--- src/rtl/queue_fifo.sv ---
// Circular-buffer FIFO with first-word-fall-through head output.
// The head word is picked from the storage array by a 2:1 mux tree on rd_ptr.
module queue_fifo #(
    parameter int DATA_WIDTH = 8,
    parameter int DEPTH      = 8,
    parameter int ADDR_WIDTH = $clog2(DEPTH)
) (
    input  logic                  clk_i,
    input  logic                  rst_i,
    input  logic [DATA_WIDTH-1:0] data_i,
    input  logic                  push_i,
    input  logic                  pop_i,
    output logic [DATA_WIDTH-1:0] data_o,
    output logic                  full_o,
    output logic                  empty_o,
    output logic [ADDR_WIDTH:0]   count_o,
    output logic                  overflow_o,
    output logic                  underflow_o
);

    localparam int CNT_W = ADDR_WIDTH + 1;

    logic [DATA_WIDTH-1:0] mem_q [DEPTH];
    logic [DATA_WIDTH-1:0] mem_d [DEPTH];
    logic [ADDR_WIDTH-1:0] wr_ptr_q, wr_ptr_d;
    logic [ADDR_WIDTH-1:0] rd_ptr_q, rd_ptr_d;
    logic [CNT_W-1:0]      count_q, count_d;
    logic                  overflow_q, overflow_d;
    logic                  underflow_q, underflow_d;

    logic full, empty, push_ok, pop_ok;

    assign empty = (count_q == '0);
    assign full  = (count_q == CNT_W'(DEPTH));

    // A pop on a full queue frees the slot the push writes into.
    assign pop_ok  = pop_i && !empty;
    assign push_ok = push_i && (!full || pop_ok);

    always_comb begin
        wr_ptr_d    = wr_ptr_q;
        rd_ptr_d    = rd_ptr_q;
        count_d     = count_q;
        mem_d       = mem_q;
        overflow_d  = push_i && full && !pop_i;
        underflow_d = pop_i && empty;

        if (push_ok) begin
            mem_d[wr_ptr_q] = data_i;
            wr_ptr_d        = wr_ptr_q + ADDR_WIDTH'(1);
        end
        if (pop_ok) begin
            rd_ptr_d = rd_ptr_q + ADDR_WIDTH'(1);
        end

        case ({push_ok, pop_ok})
            2'b10:   count_d = count_q + CNT_W'(1);
            2'b01:   count_d = count_q - CNT_W'(1);
            default: count_d = count_q;
        endcase
    end

    always_ff @(posedge clk_i) begin
        if (rst_i) begin
            wr_ptr_q    <= '0;
            rd_ptr_q    <= '0;
            count_q     <= '0;
            overflow_q  <= 1'b0;
            underflow_q <= 1'b0;
        end else begin
            wr_ptr_q    <= wr_ptr_d;
            rd_ptr_q    <= rd_ptr_d;
            count_q     <= count_d;
            overflow_q  <= overflow_d;
            underflow_q <= underflow_d;
        end
    end

    // Storage has no reset; a write during reset is simply suppressed.
    always_ff @(posedge clk_i) begin
        if (!rst_i) begin
            mem_q <= mem_d;
        end
    end

    // Heap-ordered mux tree: node 1 is the root, nodes DEPTH..2*DEPTH-1 are the slots.
    logic [DATA_WIDTH-1:0] node [1:2*DEPTH-1];

    for (genvar leaf = 0; leaf < DEPTH; leaf++) begin : g_leaf
        assign node[DEPTH+leaf] = mem_q[leaf];
    end

    for (genvar lvl = 0; lvl < ADDR_WIDTH; lvl++) begin : g_level
        for (genvar j = 0; j < (1 << lvl); j++) begin : g_node
            localparam int K = (1 << lvl) + j;
            assign node[K] = rd_ptr_q[ADDR_WIDTH-1-lvl] ? node[2*K+1] : node[2*K];
        end
    end

    assign data_o      = empty ? '0 : node[1];
    assign full_o      = full;
    assign empty_o     = empty;
    assign count_o     = count_q;
    assign overflow_o  = overflow_q;
    assign underflow_o = underflow_q;

endmodule

--- config.mk ---
export PLATFORM = sky130hd
export DESIGN_NAME = queue_fifo
export DESIGN_NICKNAME = d
export VERILOG_FILES = /design/src/rtl/queue_fifo.sv
export SDC_FILE = /design/constraint.sdc
export NUM_CORES = 1
export LEC_CHECK = 0
export CAP_MARGIN = 20
export CORE_AREA = 3 3 87 89
export DETAILED_ROUTE_END_ITERATION = 16
export DIE_AREA = 0 0 90 92
export PLACE_DENSITY = 0.67
export SYNTH_ARGS = -nofsm -noshare
export SYNTH_HDL_FRONTEND = slang
export SYNTH_SLANG_ARGS = --single-unit
--- constraint.sdc ---
create_clock -name clk_i -period 2.8 [get_ports clk_i]
set_input_delay 0.56 -clock clk_i [delete_from_list [all_inputs] [get_ports clk_i]]
set_output_delay 0.56 -clock clk_i [all_outputs]
set_load 0.02 [all_outputs]
==> results by group, run 1 <==
Setup path
  – Largest fanout on the critical path: 18
  – Reg-to-reg slack, setup: around 210 ps
  – Crit path required time: around 2200 ps
  – Endpoint class of the critical path: primary output
  – Critical path buffers and inverters: 2
  – FF-to-FF End: count_o[3]$_SDFFE_PP0P_
  – CP delay by family, top: buffers and inverters
  – Worst Setup SP: rd_ptr_q[0]$_SDFFE_PP0P_
  – WS Path Type: reg2out
  – R2R Path Start: count_o[0]$_SDFFE_PP0P_
  – Cell depth of the worst flop-to-flop path: 6
  – Crit path DAT: 2140 ps
  – Kind of start point of the critical path: register
  – Highest cell delay on the worst timing path: ~540 ps
  – Sequence of cells on the critical path: buf_12, mux4_2, mux2i_1, nor2_1, clkdlybuf4s50_1
  – Slowest CP cell: sky130_fd_sc_hd__clkdlybuf4s50_1

Placement
  – Total placed cells including tap cells: 307
  – Routability-driven placement congestion ratio: between 0.8 and 0.9
  – Number of input and output port buffers inserted: 27
  – Detailed placement HPWL: between 3000 and 4000 um

Synthesis
  – Leading post-synthesis cells by instance count: sky130_fd_sc_hd__edfxtp_1, sky130_fd_sc_hd__nor2_1, sky130_fd_sc_hd__mux4_2, sky130_fd_sc_hd__dfxtp_1, sky130_fd_sc_hd__mux2i_1
  – Share of synthesized area occupied by flip-flops and latches: 0.7004
  – Fraction of synthesis flops using an asynchronous set or reset pin: 0
  – Most common flop cell mapped by yosys: sky130_fd_sc_hd__edfxtp_1
  – Synthesized netlist cell count: ~180
  – Yosys cell types: 30
  – Most frequent cell after synthesis: sky130_fd_sc_hd__edfxtp_1
  – Largest area contributor in the netlist: sky130_fd_sc_hd__edfxtp_1
  – Synthesis Warnings: 0
  – Register bit count reported by yosys: 76
  – Biggest area contributors in the synthesized netlist: sky130_fd_sc_hd__edfxtp_1, sky130_fd_sc_hd__mux4_2, sky130_fd_sc_hd__dfxtp_1, sky130_fd_sc_hd__mux2i_1, sky130_fd_sc_hd__nor2_1
  – Mean area per synthesized cell: roughly 18 sq um
  – Synth Cell Area: between 0.003 and 0.004 sq mm
  – Post-synth top area share: 0.6226
  – Number of enable-type register cells in the synthesized netlist: between 60 and 70
  – Post-synthesis net count: 192

STA
  – Max-slew violation total from the final report: 0
  – Fin Clk Skew: 6.798 ps
  – Endpoints failing hold: 0
  – Remaining max-slew budget at the tightest pin: 0.2941
  – Final critical path time including I/O delays and setup: approximately 2700 ps
  – Min Hold Slack: roughly 590 ps
  – Sum of negative setup slack: 0 ps
  – Unrepaired setup endpoints after global routing: no
  – Final setup violation count: 0
  – Max Freq: about 0.37 GHz
  – Final worst path period share: 0.9638
  – Transition time at the pin with the least slew margin: between 1000 and 1500 ps

Power and ir drop
  – Pwr per Cell Area: between 800 and 900 mW/mm^2
  – Maximum vdd drop: 0.3634 mV
  – Pleak: approximately 1.3 nW

Routing
  – Post-detailed-route count of antenna-violating nets: 0
  – Wirelength per Cell: about 18 um
  – Total via count after detailed routing: between 1500 and 2000
  – Post-DR vias/cell: ~5.3
  – DRT Wirelength: 5891 um
  – First-pass iteration count of the detailed router: 4
  – Drt initial violations: 105
  – Post-detailed-route DRC marker count: 0

Clock network
  – Sink Count: 76
  – CTS tree: done
  – Number of hold buffers added after cts: 0
  – Register clock-pin slew on the reported worst setup and hold paths: approximately 70 ps
  – Total number of H-tree levels: 3
  – Largest buffer count on any clock path: 2
  – Clock tree root buffer cell: sky130_fd_sc_hd__clkbuf_8
  – Num CTS Buffers: 9
  – Clock latency of the later-clocked register in the worst-skew pair: between 300 and 400 ps
  – Total setup buffers inserted after CTS: 0

Floorplanning
  – Total I/O pin count: 28
  – Area enclosed by the die boundary: between 0.008 and 0.009 sq mm
  – Placeable core area: about 0.0068 sq mm
  – Number of placement rows: 30
  – Floorplan die width: about 90 um
  – Initial Util: 0.4518
  – Vertical die dimension: between 90 and 100 um

Finish
  – Ant. Diodes: 0
  – Final cell count without fillers: roughly 320
  – Layout net count: approximately 240
  – Synth-to-layout area growth: 23.51%
  – Fraction of layout cells with a size suffix above 1: 0.2257

Worst hold path
  – Min-Delay Path Class: reg2reg
  – Startpoint of the worst hold path: count_o[1]$_SDFFE_PP0P_
  – Endpoint, Worst Hold: overflow_o$_SDFF_PP0_
  – Worst Hold Path Cells: 2

Global route
  – Total congestion overflow: 0
  – First-pass GRT wire length: around 9400 um
  – Antenna violations before repair: 0
  – Via count of the first global-routing pass: approximately 1800
  – Largest net degree at the start of global routing: 19
  – GR Util All Layers: 0.1529

Run status
  – Status: finished, final reports clean

Run
  – Max capacitance violation total: 0
how the worst max path moves through the flow:
| stage | slack, ps | depth (start not counted) | to |
|---|---|---|---|
| global placement | 100 | 6 | count_o[3]$_SDFFE_PP0P_ |
| global route | 3 | 5 | data_o[0] |
| floorplan | 100 | 7 | count_o[3]$_SDFFE_PP0P_ |
| CTS | 20 | 5 | data_o[2] |
| detailed placement | 8 | 6 | count_o[3]$_SDFFE_PP0P_ |
| finish | 100 | 5 | data_o[0] |
worst min-delay path: stages (launching register included):
cell	delay, ps
sky130_fd_sc_hd__dfxtp_1	330
sky130_fd_sc_hd__or4b_4	170
sky130_fd_sc_hd__nor4b_1	50
cell usage in the layout (no fill, tap or decap), types with 3 or more instances in the layout:
cell                              synthesis  layout
sky130_fd_sc_hd__xor2_1                   6       6
sky130_fd_sc_hd__a21oi_1                  3       3
sky130_fd_sc_hd__edfxtp_1                64      64
sky130_fd_sc_hd__clkbuf_8                 0       9
sky130_fd_sc_hd__clkdlybuf4s50_1          0      21
sky130_fd_sc_hd__mux2i_1                 11      11
sky130_fd_sc_hd__dlymetal6s2s_1           0       6
sky130_fd_sc_hd__dfxtp_1                 12      12
sky130_fd_sc_hd__nor2b_1                  5       5
sky130_fd_sc_hd__mux4_2                  16      16
sky130_fd_sc_hd__nor3_1                   3       3
sky130_fd_sc_hd__nor2_1                  20      20
sky130_fd_sc_hd__ha_1                     5       5
sky130_fd_sc_hd__buf_4                    0      16
timing repair:
action	CTS	global route
setup endpoints to repair	0	8
hold endpoints to repair	0	0
resized for setup	0	7
cell families (layout without fill, tap and decap cells):
family | after synthesis | in the layout | synth area share
compound gates | 9 | 9 | 0.02148
xor+xnor | 7 | 7 | 0.01986
fa+ha+maj | 5 | 5 | 0.02027
buf+inv | 9 | 60 | 0.01216
flops | 76 | 76 | 0.7004
mux | 28 | 28 | 0.1561
simple gates | 41 | 41 | 0.06972
layout make-up:
class / instances / area, sq um
Fill cell: 556 / 3019
Inverter: 1 / 3.754
Timing Repair Buffer: 44 / 425.4
Sequential cell: 76 / 2162
Clock buffer: 9 / 123.9
Tap cell: 96 / 120.1
Multi-Input combinational cell: 90 / 897.1
Clock inverter: 6 / 80.08
sequential cells by signal (all words and copies together), names as in the netlist:
signal,flops
count_o,4
overflow_o,1
rd_ptr_q,3
wr_ptr_q,3
mem_q,64
underflow_o,1
power by group:
part | switching [W] | internal, W
logic | 0.000581 | 0.000590
registers | 0.0000602 | 0.00129
clock network | 0.000366 | 0.000489
layer usage:
layer / track usage / vias to the layer above / part of all wire
li1: - / 782 / -
met1: 0.1941 / 871 / 0.45
met2: 0.2502 / 35 / 0.51
met3: 0.04020 / 7 / 0.035
met4: 0.06378 / 0 / 0.011
met5: 0 / - / 0
per-stage QoR:
stage          worst slack, ps  utilization  power, W  instance area (sq um)
6_report                 101.3       0.5581  0.003377                   3812
5_1_grt                  3.023       0.5581  0.003541                   3812
4_1_cts                  16.92       0.5553  0.003427                   3794
3_5_place_dp             8.304       0.5255  0.002569                   3590
3_3_place_gp             98.77       0.5255  0.002530                   3590
2_1_floorplan            95.56            -  0.002060                   3087
(Power assumes the default switching activity.)
==> inputs of run 2 (changes only) <==
--- a/config.mk
+++ b/config.mk
@@ -5,7 +5,6 @@
 export SDC_FILE = /design/constraint.sdc
 export NUM_CORES = 1
 export LEC_CHECK = 0
-export CAP_MARGIN = 20
 export CORE_AREA = 3 3 87 89
 export DETAILED_ROUTE_END_ITERATION = 16
 export DIE_AREA = 0 0 90 92
==> results of run 2 <==
No change in the layout: final DEF, timing and power equal those of run 1.
==> RTL edit: new RTL, settings of run 2 <==
Change the parameter `DEPTH` from 8 to 4.
--- a/src/rtl/queue_fifo.sv
+++ b/src/rtl/queue_fifo.sv
@@ -3,5 +3,5 @@
 module queue_fifo #(
     parameter int DATA_WIDTH = 8,
-    parameter int DEPTH      = 8,
+    parameter int DEPTH      = 4,
     parameter int ADDR_WIDTH = $clog2(DEPTH)
 ) (
Ports: changed (resized count_o); port bits go from 28 to 27. No check against the original RTL was run, so the function may have changed too.
==> RTL edit against run 2 <==
Critical endpoint is now data_o[2]; maximum frequency grew 2.2%; cell area shrank 41%; sequential cell count shrank 35; synthesized area shrank 44%; setup slack gained 57 ps; sequential share of layout area shrank 5.6 points; total power shrank 43%; routed wire length shrank 52%; clock power shrank 47%.
==> RTL edit: results (changes against run 2) <==
STA
  – Fin Clk Skew: 5.010 ps (-1.787 ps)
  – Worst slew pin tran: 429.0 ps (-625.9 ps)

Synthesis
  – Synth area leaders: edfxtp_1 56%, dfxtp_1 10%, mux4_2 10%
  – Post-synth EDFFs: 32 (-50%)
  – Syn nets: 126 (-34%)
  – Commonest cells in the netlist: 32 x edfxtp_1, 9 x dfxtp_1, 8 x inv_1, 8 x mux4_2, 8 x nor2b_1

Drt
  – Met3 WL post-DR: 132 um (-36%)
  – Metal1 wirelength: 1173 um (-55%)
  – WL/cell: 11.95 um (-35%)
  – DR vias/cell: 3.833 (-27%)
  – Drt initial violations: 44 (-58%)
  – Wire length on met2: 1494 um (-50%)
  – First-pass DRT Iterations: 2 (-2)

GRT
  – Overall Global Routing Usage: 7.173% (-8.1 points)
  – GR Layer Usage met3: 2.789% (-1.2 points)
  – Met2 Usage GRT: 12.01% (-13 points)
  – Largest net degree at the start of global routing: 13 (-6)
  – Global routing usage on met1: 7.700% (-12 points)
  – Wire length of the first global-routing pass: 4457 um (-53%)
  – Vias in the first global route: 883 (-50%)

Power
  – LEAKAGE: 0.7586 nW (-44%)

CTS
  – Clock latency on the worst-skew pair: 280 ps (-50 ps)
  – # H-tree levels: 2 (-1)
  – Clock buffer count from CTS: 5 (-4)

Placement
  – GP Congestion: 0.6489 (-19%)

Final layout
  – Share of cells above drive strength 1: 16.78% (-5.8 points)
  – Max FFs per register: 32 (-50%)
  – Number of fillers in the final layout: 682 (+23%)
  – Fin nets: 160 (-33%)

Worst setup path
  – Worst-path fanout max: 8 (-10)
  – Crit-path slowest cell: mux4_2

Outcome
  – Status: completed
-- RTL edit: where the power goes --
group | leakage, nW | internal [mW] | total, mW | switching (mW)
Combinational | 0.341 | 0.371 | 0.720 | 0.349
Clock | 0.0528 | 0.263 | 0.451 | 0.188
Sequential | 0.364 | 0.707 | 0.749 | 0.0420
Total | 0.759 | 1.34 | 1.92 | 0.578
-- RTL edit: worst paths after layout --
| check | startpoint | endpoint | slack, ps | cells past startpoint |
|---|---|---|---|---|
| worst max-delay path | rd_ptr_q[0] | data_o[2] | 160 | 4 |
| worst min-delay path | wr_ptr_q[1] | wr_ptr_q[1] | 520 | 2 |
| worst max register to register | count_o[0] | count_o[2] | 320 | 9 |
| worst min register to register | wr_ptr_q[1] | wr_ptr_q[1] | 520 | 2 |
-- RTL edit: kinds of logic after synthesis --
family	share of synthesized area, %
AOI/OAI and AO/OA	3.340
xor gates and xnor gates	1.525
adders and majority gates	4.793
buffers and inverters	2.687
DFF	66.23
muxes	11.91
and+or+nand+nor	9.514
-- RTL edit: metrics by stage --
| stage | instances | utilization, % | hold WS [ps] | worst slack (ps) | cell area, um^2 |
|---|---|---|---|---|---|
| finish | 239 | 32.66 | 515.2 | 158.8 | 2231 |
| global placement | 231 | 31.10 | 512.5 | 51.51 | 2125 |
| floorplan | 108 | - | 481.9 | 315.1 | 1723 |
| global route | 239 | 32.66 | 546.4 | 90.34 | 2231 |
| detailed placement | 231 | 31.10 | 513.5 | -13.86 | 2125 |
| CTS | 239 | 32.66 | 523.9 | 128.5 | 2231 |
-- RTL edit: final cells by class --
type	instances	share of cell area (%)
clock inverters	2	1.514
clock buffers	6	3.253
well taps	96	5.384
multi-input cells	55	24.00
inverters	8	1.346
flip-flops and latches	41	51.15
repair buffers	31	13.35
